## src/rtl/hazard_pkg.sv

```systemverilog
// Shared types and the per-entry operand check for the hazard scoreboard.
// Field widths are sized for the RV32I core: 32 registers and up to 3 tracked stages.
package hazard_pkg;

    localparam int SB_RD_W  = 5;
    localparam int SB_AV_W  = 2;
    localparam int SB_SEL_W = 2;

    localparam logic [SB_SEL_W-1:0] FWD_REGFILE = '0;

    typedef struct packed {
        logic                valid;
        logic [SB_RD_W-1:0]  rd;
        logic [SB_AV_W-1:0]  avail;
    } sb_entry_t;

    typedef struct packed {
        logic                match;
        logic                hazard;
        logic [SB_SEL_W-1:0] sel;
    } src_res_t;

    // The producer in entry k is in stage k+1 once the consumer reaches EX.
    function automatic src_res_t check_entry(
        input sb_entry_t          e,
        input int                 k,
        input logic [SB_RD_W-1:0] src,
        input int                 depth,
        input bit                 fwd_en
    );
        src_res_t r;
        r       = '0;
        r.sel   = FWD_REGFILE;
        r.match = e.valid && (e.rd == src) && (src != '0);
        if (r.match) begin
            if (fwd_en) begin
                if (k >= int'(e.avail)) begin
                    if (k + 1 < depth)
                        r.sel = SB_SEL_W'(k + 1);
                end else begin
                    r.hazard = 1'b1;
                end
            end else begin
                r.hazard = (k + 1 < depth);
            end
        end
        return r;
    endfunction

endpackage

```

## src/rtl/hazard_src_check.sv

```systemverilog
// Combinational hazard/forward evaluation of one source operand against the scoreboard.
module hazard_src_check
    import hazard_pkg::*;
#(
    parameter int DEPTH  = 3,
    parameter bit FWD_EN = 1'b1
) (
    input  sb_entry_t            entries [DEPTH],
    input  logic [SB_RD_W-1:0]   src,
    input  logic                 used,
    output logic                 hazard,
    output logic [SB_SEL_W-1:0]  sel
);

    src_res_t res;
    logic     found;

    // Youngest entry wins: stop at the first match scanning from stage 0.
    always_comb begin
        hazard = 1'b0;
        sel    = FWD_REGFILE;
        found  = 1'b0;
        res    = '0;
        for (int k = 0; k < DEPTH; k++) begin
            res = check_entry(entries[k], k, src, DEPTH, FWD_EN);
            if (!found && res.match) begin
                found  = 1'b1;
                hazard = res.hazard & used;
                sel    = used ? res.sel : FWD_REGFILE;
            end
        end
    end

endmodule

```

## src/rtl/hazard_scoreboard.sv

```systemverilog
// In-flight write scoreboard driving stalls, squashes and registered EX forward selects.
module hazard_scoreboard
    import hazard_pkg::*;
#(
    parameter  int NREGS  = 32,
    parameter  int RIDX   = $clog2(NREGS),
    parameter  int DEPTH  = 3,
    parameter  bit FWD_EN = 1'b1,
    parameter  int CNTW   = 32,
    localparam int AVW    = $clog2(DEPTH),
    localparam int FSW    = $clog2(DEPTH + 1)
) (
    input  logic            clk,
    input  logic            rst,
    input  logic            id_valid_i,
    input  logic [RIDX-1:0] id_rs1_i,
    input  logic [RIDX-1:0] id_rs2_i,
    input  logic            id_rs1_used_i,
    input  logic            id_rs2_used_i,
    input  logic [RIDX-1:0] id_rd_i,
    input  logic            id_regwren_i,
    input  logic [AVW-1:0]  id_avail_i,
    input  logic            ex_redirect_i,
    output logic            stall_o,
    output logic            if_id_flush_o,
    output logic            id_ex_bubble_o,
    output logic [FSW-1:0]  fwd_rs1_sel_o,
    output logic [FSW-1:0]  fwd_rs2_sel_o,
    output logic [CNTW-1:0] stall_cnt_o,
    output logic [CNTW-1:0] flush_cnt_o
);

    sb_entry_t           sb [DEPTH];
    sb_entry_t           id_entry;
    logic                rs1_hazard, rs2_hazard;
    logic [SB_SEL_W-1:0] rs1_sel, rs2_sel;
    logic                ex_is_bubble;

    hazard_src_check #(.DEPTH(DEPTH), .FWD_EN(FWD_EN)) u_rs1_check (
        .entries (sb),
        .src     (SB_RD_W'(id_rs1_i)),
        .used    (id_rs1_used_i),
        .hazard  (rs1_hazard),
        .sel     (rs1_sel)
    );

    hazard_src_check #(.DEPTH(DEPTH), .FWD_EN(FWD_EN)) u_rs2_check (
        .entries (sb),
        .src     (SB_RD_W'(id_rs2_i)),
        .used    (id_rs2_used_i),
        .hazard  (rs2_hazard),
        .sel     (rs2_sel)
    );

    always_comb begin
        id_entry.valid = id_valid_i & id_regwren_i & (id_rd_i != '0);
        id_entry.rd    = SB_RD_W'(id_rd_i);
        id_entry.avail = SB_AV_W'(id_avail_i);
    end

    // Redirect outranks stall: a stalled decode slot is wrong-path anyway.
    assign stall_o        = id_valid_i & (rs1_hazard | rs2_hazard) & ~ex_redirect_i;
    assign if_id_flush_o  = ex_redirect_i;
    assign id_ex_bubble_o = stall_o | ex_redirect_i;
    assign ex_is_bubble   = id_ex_bubble_o | ~id_valid_i;

    // NOTE: all state here uses non-blocking assignments so every stage samples pre-edge values.
    always_ff @(posedge clk) begin
        if (rst) begin
            for (int k = 0; k < DEPTH; k++)
                sb[k] <= '0;
            fwd_rs1_sel_o <= '0;
            fwd_rs2_sel_o <= '0;
            stall_cnt_o   <= '0;
            flush_cnt_o   <= '0;
        end else begin
            for (int k = DEPTH - 1; k > 0; k--)
                sb[k] <= sb[k-1];
            sb[0]         <= id_ex_bubble_o ? '0 : id_entry;
            fwd_rs1_sel_o <= ex_is_bubble ? '0 : FSW'(rs1_sel);
            fwd_rs2_sel_o <= ex_is_bubble ? '0 : FSW'(rs2_sel);
            if (stall_o && (stall_cnt_o != '1))
                stall_cnt_o <= stall_cnt_o + 1'b1;
            if (ex_redirect_i && (flush_cnt_o != '1))
                flush_cnt_o <= flush_cnt_o + 1'b1;
        end
    end

endmodule

```

## config.mk

```make
export PLATFORM = sky130hd
export DESIGN_NAME = hazard_scoreboard
export DESIGN_NICKNAME = d
export VERILOG_FILES = /design/src/rtl/hazard_pkg.sv /design/src/rtl/hazard_src_check.sv /design/src/rtl/hazard_scoreboard.sv
export SDC_FILE = /design/constraint.sdc
export NUM_CORES = 1
export LEC_CHECK = 0
export BUFFER_PORTS_ARGS = -buffer_cell sky130_fd_sc_hd__buf_2
export CAP_MARGIN = 20
export CORE_MARGIN = 2
export CORE_UTILIZATION = 55
export DETAILED_ROUTE_END_ITERATION = 10
export PLACE_DENSITY = 0.86
export SLEW_MARGIN = 40
export SYNTH_ARGS = -nofsm -noshare
export SYNTH_HDL_FRONTEND = slang
export SYNTH_HIERARCHICAL = 1
export SYNTH_SLANG_ARGS = --single-unit
```

## constraint.sdc

```tcl
create_clock -name clk -period 3.83 [get_ports clk]
set_input_delay 0.5745 -clock clk [delete_from_list [all_inputs] [get_ports clk]]
set_output_delay 0.5745 -clock clk [all_outputs]
set_load 0.05 [all_outputs]
```

==> run metrics <==
largest family of logic cells by synthesized area=simple AND/OR/NAND/NOR gates; final hold viol count=0; HPWL after detailed placement=8160 µm; P_leak=2.12 nW; Tightest Pin Transition=0.651 ns; Layout area overhead=16.8%; ys async rst share=0%; drt drc=0; vias in the first global route=3,808; Hold Crit Endpoint=sb[20]; RePlAce Congestion=1.00; first-pass GRT wire length=17,700 µm; vias post-DR=4,165; TritonCTS clock tree=yes; Num CTS Buffers=9; Detailed Routing Iterations Pass 1=5; initial antenna violation count=0; flops & latches, synth=92; count of cell types in the netlist=55; GR Util All Layers=24.3%; Max Transition Viols Final=0; Filler Cells Inserted=689; Reg clk slew, reported paths=0.09 ns; Area contributors post-synth=dfxtp_1, xnor2_1, nor2_1, nand4_1, nor2b_1; Die ar.=9170 µm²; Synth Area in XOR/XNOR=11.7%; register area share after synthesis=39.8%; layout cells sized above 1=22.7%; Port Buf Inserts=94; Rows=33; core area=8180 µm²; ANT nets after route=0; Vias per Instance=5.84; clock root buffer=clkbuf_8; Max Fclk=0.292 GHz; Placed Area=5190 µm²; mux cell area share after synthesis=2.86%; CP required=3.26 ns; Final Cycle Share=89.5%; max cap viols=0; CTS sink count=92; Synth Area in Adders=0.540%; Initial Utilization=56.6%; worst r2r src=sb[12]; syn nets=537; Die Wd=95.8 µm; cts repair resizes=0; wire per inst=15.5 µm; Hold Path Depth=2; Simple-Gate Fraction of Synth Area=32.5%; HP Class=in2reg; gr ovfl total=0; EDFF count, synth=0; Synth top cells by count=dfxtp_1, nor2_1, xnor2_1, nand4_1, nor2b_1; top-area cell type share of the netlist area=39.8%; most common cell in the netlist=dfxtp_1; Max-slew headroom=56.5%; Total Power=0.00179 W; H-tree levels=3; worst vdd ir=0.292 mV; reg-to-reg setup timing slack=0.93 ns; Critical Path AT=2.86 ns; Synth Instances=511; Die H=95.8 µm; syn avg cell area=9.06 µm²; post-synthesis compound-gate area fraction=10.4%; Post-synth top flop=dfxtp_1; Crit Path Category=in2out; fin cells=713; io pins=95; TNS Setup=0 ns; R2R cell count=11; Crit. End Element=output port; CTS Hold Bufs=0; critical-path maximum fanout=5; postcts setup bufs=0; Post-Syn Area=4630 µm²; clk buf depth=2; Layout Nets=629; status=completed; multi-input logic area=2690 µm²; endpoints failing setup=0; hold path startpoint=id_rd_i[2]; Clock Latency Late Sink=0.36 ns; RSZ-0062 raised after global routing=no; warnings from Yosys=6; Post-Route WL=11,000 µm; crit start category=input port; clk_skew=0.0156 ns; Sequential Area=1840 µm²; largest area contributor in the netlist=dfxtp_1; Tmin final=3.43 ns; # diodes=0; Power Density=331 nW/µm²; largest net degree at the start of global routing=54; placed cells=697; final instance area=5410 µm²; DR iter-0 viols=224; R2R Path End=stall_cnt_o[23]
[final cells by class]
type / count / area share (%)
well taps: 105 / 2.43
clock inverters: 5 / 1.57
multi-input cells: 394 / 49.7
inverters: 7 / 0.486
repair buffers: 99 / 9.39
clock buffers: 11 / 2.43
flip-flops and latches: 92 / 34.0
[how the worst max path moves through the flow]
stage                     cells after the start              end         from  slack (ns)
final                                        10          stall_o  id_rs2_i[2]        0.40
after global routing                         10          stall_o  id_rs1_i[2]        0.31
after CTS                                    10          stall_o  id_rs2_i[2]        0.42
after detailed placement                     12  stall_cnt_o[23]  id_rs2_i[2]        0.19
after global placement                       12  stall_cnt_o[23]  id_rs2_i[2]        0.28
after floorplan                              11  stall_cnt_o[17]  id_rs2_i[2]        0.56
[flip-flops by register name, indices dropped and copies added (netlist names)]
register,count
fwd_rs2_sel_o,2
stall_cnt_o,32
flush_cnt_o,32
fwd_rs1_sel_o,2
sb,24
[critical path: stages]
cell and delay [ns]:
buf_2 0.14, or4_4 0.55, nor2_4 0.11, nor3_2 0.06, or4_1 0.49, a31oi_1 0.18, o21ai_1 0.17, nand2b_1 0.23
inv_1 0.10, buf_2 0.26
[where the power goes]
part           switching (W)  internal (W)
sequential         0.0000103      0.000965
combinational      0.0000645     0.0000391
clock               0.000343      0.000372
total               0.000418       0.00138
[cells in the final DEF (no fill, tap or decap), drive strengths merged, types with 2 or more instances in the layout]
cell type | synthesis | routed
nand2b | 6 | 6
buf | 7 | 99
a31oi | 2 | 2
nand2 | 19 | 19
nand4 | 32 | 32
nor3 | 7 | 7
and4 | 11 | 11
or3 | 6 | 6
a31o | 4 | 4
o21ai | 8 | 8
a211oi | 14 | 14
and3 | 16 | 16
a21bo | 2 | 2
nor2 | 60 | 60
clkbuf | 11 | 11
nor2b | 27 | 27
or4 | 15 | 15
inv | 6 | 7
xnor2 | 52 | 52
nor4b | 3 | 3
o211ai | 4 | 4
nand3 | 20 | 20
o2111ai | 2 | 2
mux2i | 2 | 2
a21oi | 23 | 23
and4b | 2 | 2
o31ai | 7 | 7
mux2 | 10 | 10
and2 | 10 | 10
clkinv | 1 | 2
nor4 | 8 | 8
dfxtp | 92 | 92
ha | 2 | 2
nand3b | 3 | 3
bufinv | 0 | 2
xor2 | 10 | 10
[logic make-up (layout without fill, tap and decap cells)]
group,count (synthesis),count (layout)
DFF,92,92
adders and majority gates,2,2
buffers and inverters,25,122
xor gates and xnor gates,62,62
AOI/OAI and AO/OA,71,71
and+or+nand+nor,247,247
muxes,12,12
[metal layers]
metal	vias up	global-route usage [%]	routed length, µm
li1	2039	-	-
met1	1976	32.8	4970
met2	134	39.0	5200
met3	16	4.93	683
met4	0	8.10	168
met5	-	0	0
[through the flow]
| step | setup slack, ns | utilization (%) | hold slack (ns) |
|---|---|---|---|
| final | 0.400 | 66.2 | 0.425 |
| after global placement | 0.285 | 63.5 | 0.423 |
| after global routing | 0.312 | 66.2 | 0.417 |
| after floorplan | 0.561 | - | 0.414 |
| after detailed placement | 0.193 | 63.5 | 0.428 |
| after CTS | 0.418 | 66.2 | 0.421 |
Note: power is estimated with default switching activity, not from simulation.
